<file path="src/rtl/cpu_types_pkg.sv">
// Shared core types: machine word, fetch FSM states and PC helpers.
package cpu_types_pkg;

  localparam int WORD_W = 32;

  typedef logic [WORD_W-1:0] word_t;

  typedef enum logic [1:0] {
    FETCH  = 2'd0,
    HOLD   = 2'd1,
    HALTED = 2'd2
  } fetch_state_t;

  localparam word_t PC_STEP       = 32'h0000_0004;
  localparam word_t PC_ALIGN_MASK = 32'hFFFF_FFFC;

  // Sequential successor of a PC; wraps naturally at 32 bits.
  function automatic word_t pc_plus4(input word_t pc);
    return pc + PC_STEP;
  endfunction

  // Forces word alignment of an instruction address.
  function automatic word_t pc_align(input word_t addr);
    return addr & PC_ALIGN_MASK;
  endfunction

endpackage

</file>
<file path="src/rtl/pc_reg.sv">
// Program counter register: reset value, absolute load, or +4 increment.
// Every value written is word aligned so PC[1:0] stays 00.
module pc_reg
  import cpu_types_pkg::*;
(
  input  logic  clk,
  input  logic  rst,
  input  word_t reset_value,
  input  logic  load,
  input  word_t load_addr,
  input  logic  inc,
  output word_t pc,
  output word_t pc_next_seq
);

  assign pc_next_seq = pc_plus4(pc);

  // PC update: reset beats load, load beats increment, otherwise hold.
  always_ff @(posedge clk) begin
    if (rst) begin
      pc <= pc_align(reset_value);
    end else if (load) begin
      pc <= pc_align(load_addr);
    end else if (inc) begin
      pc <= pc_next_seq;
    end else begin
      pc <= pc;
    end
  end

endmodule

</file>
<file path="src/rtl/fetch_unit.sv">
// Instruction-fetch stage: owns the PC, reads the instruction memory and
// feeds the IF/ID register, absorbing misses, stalls, redirects and halt.
module fetch_unit
  import cpu_types_pkg::*;
#(
  parameter word_t PCRESET = 32'h0000_0000
) (
  input  logic  CLK,
  input  logic  RST,
  input  logic  ihit,
  input  word_t iload,
  input  logic  stall,
  input  logic  redirect,
  input  word_t redirect_addr,
  input  logic  halt,
  output logic  iREN,
  output word_t iaddr,
  output word_t ifinstr,
  output word_t ifiaddr,
  output word_t ifJALjump_addr,
  output logic  ifW,
  output logic  ifRST
);

  fetch_state_t state;
  fetch_state_t next_state;
  word_t        buffer;
  word_t        pc;
  word_t        pc_seq;
  logic         pc_load;
  logic         pc_inc;
  logic         buf_load;
  logic         buf_clear;

  pc_reg u_pc_reg (
    .clk         (CLK),
    .rst         (RST),
    .reset_value (PCRESET),
    .load        (pc_load),
    .load_addr   (redirect_addr),
    .inc         (pc_inc),
    .pc          (pc),
    .pc_next_seq (pc_seq)
  );

  // Address outputs always describe the instruction the PC points at;
  // in HOLD the PC has not moved, so it still names the buffered word.
  assign iaddr          = pc;
  assign ifiaddr        = pc;
  assign ifJALjump_addr = pc_seq;

  // Next-state and IF/ID control: RST > halt > redirect > stall > ihit.
  always_comb begin
    next_state = state;
    iREN       = 1'b0;
    ifinstr    = iload;
    ifW        = 1'b0;
    ifRST      = 1'b0;
    pc_load    = 1'b0;
    pc_inc     = 1'b0;
    buf_load   = 1'b0;
    buf_clear  = 1'b0;
    if (RST) begin
      next_state = FETCH;
    end else begin
      case (state)
        FETCH: begin
          iREN = 1'b1;
          if (halt) begin
            next_state = HALTED;
            ifRST      = 1'b1;
          end else if (redirect) begin
            pc_load   = 1'b1;
            buf_clear = 1'b1;
            ifRST     = 1'b1;
          end else if (stall) begin
            // A hit under stall is parked so memory is not asked twice.
            if (ihit) begin
              buf_load   = 1'b1;
              next_state = HOLD;
            end else begin
              next_state = FETCH;
            end
          end else if (ihit) begin
            ifW    = 1'b1;
            pc_inc = 1'b1;
          end else begin
            // Miss with a free pipeline: push a bubble downstream.
            ifRST = 1'b1;
          end
        end
        HOLD: begin
          ifinstr = buffer;
          if (halt) begin
            next_state = HALTED;
            ifRST      = 1'b1;
          end else if (redirect) begin
            pc_load    = 1'b1;
            buf_clear  = 1'b1;
            ifRST      = 1'b1;
            next_state = FETCH;
          end else if (!stall) begin
            ifW        = 1'b1;
            pc_inc     = 1'b1;
            next_state = FETCH;
          end else begin
            next_state = HOLD;
          end
        end
        HALTED: begin
          next_state = HALTED;
        end
        default: begin
          next_state = FETCH;
        end
      endcase
    end
  end

  // FSM state register.
  always_ff @(posedge CLK) begin
    if (RST) begin
      state <= FETCH;
    end else begin
      state <= next_state;
    end
  end

  // Holding buffer for an instruction that arrived while IF/ID was stalled.
  always_ff @(posedge CLK) begin
    if (RST) begin
      buffer <= 32'h0000_0000;
    end else if (buf_clear) begin
      buffer <= 32'h0000_0000;
    end else if (buf_load) begin
      buffer <= iload;
    end else begin
      buffer <= buffer;
    end
  end

endmodule

</file>
<file path="config.mk">
export PLATFORM = sky130hd
export DESIGN_NAME = fetch_unit
export DESIGN_NICKNAME = d
export VERILOG_FILES = /design/src/rtl/cpu_types_pkg.sv /design/src/rtl/pc_reg.sv /design/src/rtl/fetch_unit.sv
export SDC_FILE = /design/constraint.sdc
export NUM_CORES = 1
export LEC_CHECK = 0
export BUFFER_PORTS_ARGS = -buffer_cell sky130_fd_sc_hd__buf_2
export CAP_MARGIN = 20
export CORE_MARGIN = 2
export CORE_UTILIZATION = 46
export DETAILED_ROUTE_END_ITERATION = 10
export GPL_TIMING_DRIVEN = 1
export PLACE_DENSITY = 0.86
export REMOVE_ABC_BUFFERS = 1
export SYNTH_ARGS = -nofsm -noshare
export SYNTH_HDL_FRONTEND = slang
export SYNTH_SLANG_ARGS = --single-unit
</file>
<file path="constraint.sdc">
create_clock -name CLK -period 2.35 [get_ports CLK]
set_clock_uncertainty 0.05 [all_clocks]
set_input_delay 0.235 -clock CLK [delete_from_list [all_inputs] [get_ports CLK]]
set_output_delay 0.235 -clock CLK [all_outputs]
set_load 0.1 [all_outputs]
</file>
; ---- Word level (Yosys, flattened, before mapping)
; Index checks and enable logic that the tools add are counted.
[word_totals]
regBits = 66
inputBits = 70
output_inout_bits = 131
word_cells = 53
[classes]
add_sub_neg = 1
eq_ne = 4
muxes = 39
n_reduce_logical = 5
[op_table]
columns = operator, n
row1 = $mux 32, 4
row2 = $add 32x3->32 const B, 1
row3 = $mux 1, 28
row4 = $mux 2, 4
row5 = $ne 3x3->1 const B, 2
row6 = $pmux 2 s3, 1
row7 = $pmux 1 s2, 2
row8 = $reduce_or 2->1, 2
row9 = $eq 2x1->1 const B, 1
row10 = $eq 2x2->1 const B, 1
row11 = $logic_not 2->1, 1
row12 = $reduce_and 2->1, 1
row13 = $reduce_bool 2->1, 1

; ---- Longest topological paths before layout
; Gate-level depths: netlist (run 1).
[depth]
word_depth = 8
ltp_mapped = 9
depth_no_buf = 6

; ---- Cells and area by module
; Synthesis (run 1) repeated with hierarchy kept, for this count alone.
[hier_totals]
cells_unflattened = 452
area_unflattened_um2 = 4201.5
[modules_own_cells]
columns = module, n_inst, cells_each, area_each_um2, seq_area_each_um2
row1 = pc_reg, 1, 217, 2175.8, 900.9
row2 = fetch_unit, 1, 235, 2025.7, 680.7

; ---- Least setup slack after synthesis (run 1)
; Ideal clock, no wire load.
[synth_timing]
path_type = register -> output
start = register u_pc_reg.pc[10]
end = output port ifJALjump_addr[29]
t_arrival_ns = 4.018
required_ns = 2.065
path_slack_ns = -1.953
stages_incl_launch_ff = 7
path_buffers = 2
path_cell_list = dfxtp_1 buf_2 nand4_1 nor4_2 clkbuf_1 nand4_1 xnor2_1
[synth_via]
elab_chain_cells = 1
[synth_lines]
columns = element, line_no
row1 = start: declaration, pc_reg.sv:12  ; output word_t pc,
row2 = start signal: assignment, pc_reg.sv:21  ; pc <= pc_align(reset_value);
row3 = start signal: assignment, pc_reg.sv:23  ; pc <= pc_align(load_addr);
row4 = start signal: assignment, pc_reg.sv:25  ; pc <= pc_next_seq;
row5 = $add 32x3->32, cpu_types_pkg.sv:19  ; return pc + PC_STEP;
row6 = end: declaration, fetch_unit.sv:20  ; output word_t ifJALjump_addr,
; No other way between the ends.

; ---- Worst setup path in the final report (run 1)
[layout_timing]
start = register u_pc_reg.pc[12]
end = output port ifJALjump_addr[29]
; The elaborated chain is that of the path after synthesis.

==> results of run 1 <==
worst register-to-register path, cell delays in order, from the launching register on:
cell,delay [ps]
dfxtp_1,320
buf_4,160
or4b_2,720
o31ai_2,190
o21ai_0,180
a222oi_1,350
nor2_1,110
worst max path at each step:
stage | cells after the start | slack (ps) | from | endpoint
after detailed placement | 6 | -50 | halt | u_pc_reg.pc[7]$_SDFFE_PP0P_
after floorplan | 5 | -2910 | u_pc_reg.pc[2]$_SDFFE_PP0P_ | ifJALjump_addr[20]
after global placement | 6 | 60 | halt | u_pc_reg.pc[14]$_SDFFE_PP0P_
final | 7 | -80 | u_pc_reg.pc[12]$_SDFFE_PP0P_ | ifJALjump_addr[29]
after CTS | 7 | -30 | u_pc_reg.pc[2]$_SDFFE_PP0P_ | ifJALjump_addr[29]
after global routing | 7 | -130 | u_pc_reg.pc[3]$_SDFFE_PP0P_ | ifJALjump_addr[24]
layer usage:
metal | wire, µm | share of wire [%] | up-vias
li1 | - | - | 2109
met1 | 5143 | 36 | 2221
met2 | 7568 | 54 | 204
met3 | 827 | 5.9 | 53
met4 | 571 | 4.0 | 0
met5 | 0 | 0 | -
cell families (layout without fill, tap and decap cells):
kind of cell / count (synthesis) / in the layout
multiplexers: 34 / 34
XOR/XNOR: 28 / 28
adder cells (fa/ha/maj): 1 / 1
flip-flops: 64 / 64
AO/OA/AOI/OAI: 110 / 110
buffers and inverters: 78 / 269
AND/OR/NAND/NOR: 183 / 183
other: 1 / 7
power groups by stage:
stage | combinational (µW) | clock (µW) | sequential [µW]
CTS | 1050 | 991 | 1130
global placement | 1030 | 0 | 1150
finish | 1070 | 978 | 1130
detailed placement | 1040 | 0 | 1150
floorplan | 530 | 0 | 1400
global route | 1100 | 1040 | 1130
layout by cell type, fill, tap and decap left out, types with 3 or more instances in the layout:
cell type  count
xor2_2         4
buf_12        28
nand3_2        4
conb_1         6
buf_6          5
nor4_1         3
xnor2_2       14
xnor2_1        6
inv_1          4
o21ai_0       16
nor3_1         4
a41oi_1        3
nand2_1       86
nor2_4         5
a21oi_1       47
nand3_1       11
dfxtp_2       10
a31oi_1       14
clkbuf_8      11
nor2_1        17
nand4_1       11
buf_2        167
buf_4         48
mux2_2        32
a22oi_1        6
dfxtp_1       51
nor3_2         3
or3_1         10
dfxtp_4        3
o31a_1         3
a21o_1         3
metrics by stage:
step | instance area (µm²) | hold slack (ps)
5_1_grt | 6055 | 67.41
2_1_floorplan | 3502 | 254.1
3_5_place_dp | 5296 | 397.7
3_3_place_gp | 5296 | 388.4
4_1_cts | 5759 | 44.67
6_report | 6055 | 58.41
cell type report:
class | count | area (µm²)
multi-input cells | 362 | 2582
fillers | 615 | 2203
repair buffers | 248 | 1813
flip-flops and latches | 64 | 1305
clock buffers | 13 | 158.9
well taps | 105 | 131.4
clock inverters | 3 | 40.04
inverters | 5 | 21.27
diodes | 1 | 2.502
repair_timing:
item	in CTS	in global routing
setup buffers	9	10
hold endpoints to repair	0	0
gates resized for setup	42	42
pin swaps	12	17
endpoints found under the setup margin	22	25
==> flow_metrics.tcl, run 1 <==
set metrics [dict create \
    rsz0062_at_grt "yes" \
    final_util_pct 73.32 \
    seq_power_share_pct 35.6 \
    synthSimpleGateAreaFrac_pct 22.03 \
    crit_buf_inv 3 \
    yosys.area.top_type_share_pct 32.60 \
    hp-start "redirect_addr[31]" \
    clockRootBuffer "clkbuf_8" \
    grt_pass1_vias 4266 \
    hold_class "primary input to flop" \
    cts_tree "built" \
    via_per_inst 5.727 \
    synthTopCellsByArea "dfxtp_1, mux2_2, nand2_1" \
    finalSetupViolations 10 \
    min_to "u_pc_reg.pc[31]$_SDFFE_PP0P_" \
    slew_viol_final 0 \
    grt_max_degree 35 \
    ys_async_sr_fraction_pct 0 \
    portBuffers 192 \
    synthXorXnorAreaFrac_pct 6.240 \
    die-area_um2 9299 \
    p_leak_uw 0.002657 \
    place.gp.congestion 0.8739 \
    yosysTopAreaCell "dfxtp_1" \
    synth_compound_area_share_pct 17.19 \
    nets 761 \
    grt_pass1_wl_mm 20.11 \
    dp.cells 765 \
    vias 4587 \
    fin_setup_tns_ps -307.8 \
    yosys_warnings 0 \
    hold_viol_final 0 \
    core_area_um2 8258 \
    holdPathStages 3 \
    yosysMostFrequentCell "nand2_1" \
    synth_top_family_by_area "simple AND/OR/NAND/NOR gates" \
    run_status "finished, violations left" \
    cts_buffer_depth 2 \
    internal_power_uw 1880 \
    use_met2_pct 48.90 \
    pin_count 201 \
    clk_pin_slew_ps 70 \
    dpl.hpwl_mm 9.427 \
    vdd_drop_max_mv 0.4396 \
    insertion_delay_ps 340 \
    pwr-share-clk_pct 30.8 \
    worst_ep_required_time_ps 2070 \
    use_met1_pct 32.10 \
    crit_arrival_ps 2140 \
    ys_ff_latch 64 \
    grtUsageMet3_pct 5.586 \
    drcViolationCount 0 \
    clock-sinks 64 \
    synth_edf_count 0 \
    worst_slack_ps -78.67 \
    numCtsBuffers 9 \
    rows 33 \
    r2r-start "state[1]$_SDFFE_PP0P_" \
    power_uw 3178 \
    synth.avg_cell_area_um2 7.876 \
    power.density_nw_per_um2 525.0 \
    switching_share_pct 40.87 \
    place_ws_ps -48.69 \
    max-cap-violations 0 \
    area_growth_pct 54.06 \
    max_stage_delay_ps 370 \
    htreeDepth 3 \
    synth.distinct_cells 54 \
    post_drt_wl_per_cell_um 17.62 \
    die_height_um 96.43 \
    cp_max_fo 7 \
    drt-total-wl_mm 14.11 \
    r2r-end "u_pc_reg.pc[4]$_SDFFE_PP0P_" \
    postCtsHoldBufs 0 \
    grt.busiest_layer "met2" \
    fp.dieW_um 96.43 \
    grt_overflow 0 \
    seq_area_frac_synth_pct 32.60 \
    drive_gt1_share_pct 52.23 \
    synth_fa_ha_area_share_pct 0.3184 \
    cp_top_family "buffers and inverters" \
    p_sw_uw 1299 \
    synth_mux_area_share_pct 9.678 \
    cp-start-kind "flop" \
    worst_path_max_delay_cell "dfxtp_1" \
    fin_crit_sh_pct 103.3 \
    slew_headroom_pct 32.62 \
    ant_nets 0 \
    r2r_cells 6 \
    violations "setup timing" \
    yosys-top-cells-count "nand2_1, dfxtp_1, a21oi_1" \
    gr-usage-all-layers_pct 27.72 \
    rrSetupSlack_ps 160 \
    layoutNonFillerInstCount 801 \
    worstMarginPinSlew_ps 1011 \
    synth_cells 499 \
    start_util_pct 47.59 \
    drtPass1Iterations 4 \
    antenna_found_initial 1 \
    fin_crit_ps 2429 \
    crit_type "flop to output pin" \
    largest_reg_flops 32 \
    syn-cell-area_um2 3930 \
    end_kind "output pin" \
    ys.flop_type "dfxtp_1" \
    cpMostUsedCell "nand4_1" \
    dr.first_iter.drc_count 245 \
    fmax_mhz 411.7 \
    cp_cell_sequence "nand4_1 > buf_4 > nor4_4 > buf_6 > nand4_1 > xnor2_2 > buf_12" \
    comb_power_share_pct 33.6 \
]
Note: power is estimated with default switching activity, not from simulation.
==> run 2: changes to the inputs <==
--- a/config.mk
+++ b/config.mk
@@ -8,11 +8,13 @@
 export BUFFER_PORTS_ARGS = -buffer_cell sky130_fd_sc_hd__buf_2
 export CAP_MARGIN = 20
 export CORE_MARGIN = 2
-export CORE_UTILIZATION = 46
+export CORE_UTILIZATION = 47
 export DETAILED_ROUTE_END_ITERATION = 10
 export GPL_TIMING_DRIVEN = 1
 export PLACE_DENSITY = 0.86
 export REMOVE_ABC_BUFFERS = 1
+export SKIP_LAST_GASP = 1
 export SYNTH_ARGS = -nofsm -noshare
 export SYNTH_HDL_FRONTEND = slang
+export SYNTH_HIERARCHICAL = 1
 export SYNTH_SLANG_ARGS = --single-unit
==> run 2 against run 1 <==
  * The flow still finishes with violations (setup timing)
  * Area after synthesis increased by 6.9%
  * Largest cell class unchanged
  * Sequential share of layout area increased by 3.6 points
  * Count of clock-buffer cells in the layout up 2
  * Total power rose by 47%
  * Combinational power grew 120%
  * Clock power grew 1%
  * Hold slack improved by 30 ps
==> flow_metrics.tcl, run 2 <==
set metrics [dict create \
    synthSimpleGateAreaFrac_pct 19.18 \
    grt_pass1_wl_mm 20.59 \
    final_cell_mix "buf_2, buf_4, nand3_1" \
    slew_viol_final 0 \
    final_util_pct 72.42 \
    synth.distinct_cells 48 \
    core_area_um2 8678 \
    htreeDepth 3 \
    cp_max_fo 3 \
    pin_count 201 \
    portBuffers 192 \
    synth_fa_ha_area_share_pct 0.2978 \
    yosys-top-cells-count "nand3_1, buf_4, dfxtp_1" \
    run_status "finished, violations left" \
    vias 4652 \
    syn-cell-area_um2 4202 \
    crit_arrival_ps 2270 \
    synth_mux_area_share_pct 10.99 \
    insertion_delay_ps 340 \
    finalSetupViolations 15 \
    seq_area_frac_synth_pct 37.64 \
    grt_overflow 0 \
    gr-usage-all-layers_pct 26.13 \
    max_stage_delay_ps 440 \
    place.gp.congestion 0.8789 \
    synth_compound_area_share_pct 15.01 \
    synth.avg_cell_area_um2 9.295 \
    seq_power_share_pct 28.3 \
    dpl.hpwl_mm 9.098 \
    crit_type "flop to output pin" \
    area_growth_pct 49.58 \
    slew_headroom_pct 47.38 \
    max-cap-violations 0 \
    yosysTopAreaCell "edfxtp_1" \
    final_common_cell "buf_2" \
    drive_gt1_share_pct 44.40 \
    synthXorXnorAreaFrac_pct 5.837 \
    cp_cell_sequence "buf_6 > nand4_1 > nor4_2 > nand3_1 > xnor2_2 > buf_12" \
    synth_edf_count 30 \
    fin_crit_ps 2557 \
    ant_nets 0 \
    largest_reg_flops 32 \
    worst_path_max_delay_cell "edfxtp_1" \
    violations "setup timing" \
    nets 744 \
    grt_pass1_vias 4194 \
    worst_slack_ps -207.2 \
    fin_crit_sh_pct 108.8 \
    cts_tree "built" \
    yosys.area.top_type_share_pct 21.44 \
    drcViolationCount 0 \
    postCtsHoldBufs 0 \
    cts_buffer_depth 2 \
    switching_share_pct 50.83 \
    pwr-share-clk_pct 21.1 \
    ys_async_sr_fraction_pct 0 \
    fin_setup_tns_ps -1470 \
    hold_viol_final 0 \
    antenna_found_initial 0 \
    p_sw_uw 2381 \
    post_drt_wl_per_cell_um 19.13 \
    end_kind "output pin" \
    start_util_pct 48.41 \
    power.density_nw_per_um2 745.3 \
    rows 34 \
    hold_class "primary input to flop" \
    worst_ep_required_time_ps 2070 \
    grt_max_degree 33 \
    numCtsBuffers 9 \
    clk_pin_slew_ps 70 \
    worstMarginPinSlew_ps 786.4 \
    drt-total-wl_mm 15.06 \
    comb_power_share_pct 50.6 \
    yosysMostFrequentCell "nand3_1" \
    vdd_drop_max_mv 0.3394 \
    die-area_um2 9712 \
    drtPass1Iterations 5 \
    yosys_warnings 6 \
    fp.dieW_um 98.55 \
    dr.first_iter.drc_count 304 \
    ys_ff_latch 64 \
    synth_top_family_by_area "simple AND/OR/NAND/NOR gates" \
    die_height_um 98.55 \
    ys.flop_type "dfxtp_1" \
    p_leak_uw 0.002740 \
    internal_power_uw 2303 \
    cp-start-kind "flop" \
    clockRootBuffer "clkbuf_8" \
    via_per_inst 5.911 \
    clock-sinks 64 \
    synth_cells 452 \
    rsz0062_at_grt "yes" \
    synthTopCellsByArea "edfxtp_1, dfxtp_1, mux2_1" \
    fmax_mhz 391.1 \
]
## run 2: changes by cell type in the layout (fill, tap and decap cells not counted), sizes merged, moves of 7 or more
cell	before	now
buf	248	236
a31oi	14	0
nand2	89	17
a22o	0	9
edfxtp	0	30
clkbuf	13	25
or3	12	1
o21ai	18	42
o22ai	0	7
dfxtp	64	34
mux2i	2	9
nand3	17	47
a21oi	47	32
conb	6	34
## run 2: per-layer routing
metal,wire length [µm],vias to the layer above,global-route usage (%)
met3,1532,47,5.248
met5,0,-,0
met4,407,0,10.22
met2,7807,340,47.25
li1,-,2037,-
met1,5307,2228,30.30
## run 2: final cells by class
type / count / area, µm²
inverter: 5 / 18.77
tap: 108 / 135.1
clock inverter: 1 / 5.005
antenna: 1 / 2.502
fill: 570 / 2394
clock buffer: 15 / 198.9
multi-input combinational: 347 / 2529
timing repair buffer: 246 / 1814
sequential: 64 / 1582
## run 2: kinds of logic after synthesis
family,Yosys count
buffers and inverters,73
other,2
adders and majority gates,1
DFF,64
and+or+nand+nor,135
xor gates and xnor gates,28
AOI/OAI and AO/OA,107
muxes,42
## run 2: per-stage QoR
stage | setup WS, ps | cells | total power (µW) | instance area (µm²) | hold WS, ps
floorplan | -2431 | 416 | 3032 | 3884 | 257.4
global placement | 193.4 | 735 | 3509 | 5518 | 412.7
finish | -207.2 | 787 | 4684 | 6285 | 88.47
detailed placement | 189.3 | 735 | 3537 | 5518 | 418.5
CTS | -129.0 | 767 | 4563 | 5968 | 73.48
global route | -269.5 | 786 | 4790 | 6282 | 90.30
## run 2: final timing paths
check | slack (ps) | end | depth (start not counted) | start
hold / removal | 90 | state[0]$_SDFFE_PP0P_ | 3 | stall
setup / recovery | -210 | ifJALjump_addr[19] | 6 | u_pc_reg/pc[2]$_DFFE_PP_
hold reg to reg | 430 | buffer[22]$_SDFFE_PP0P_ | 2 | buffer[22]$_SDFFE_PP0P_
setup reg to reg | 70 | u_pc_reg/pc[19]$_DFFE_PP_ | 6 | u_pc_reg/pc[2]$_DFFE_PP_
## run 2: power by group through the flow
stage / Sequential, µW / Combinational, µW / Clock, µW
5_1_grt: 1330 / 2420 / 1040
3_3_place_gp: 1340 / 2170 / 0
3_5_place_dp: 1350 / 2190 / 0
2_1_floorplan: 2080 / 952 / 0
6_report: 1330 / 2370 / 989
4_1_cts: 1320 / 2260 / 988
## run 2: critical path: cells and delay by family (launching register included)
family | cells | cell delay [ps]
simple gates | 3 | 910
flops | 1 | 440
buf+inv | 2 | 330
xor+xnor | 1 | 250
## run 2: timing repair
action,CTS,global route
endpoints found under the hold margin,0,0
pin swaps,7,15
buffers inserted,16,18
gates resized for setup,20,32
endpoints found under the setup margin,18,34
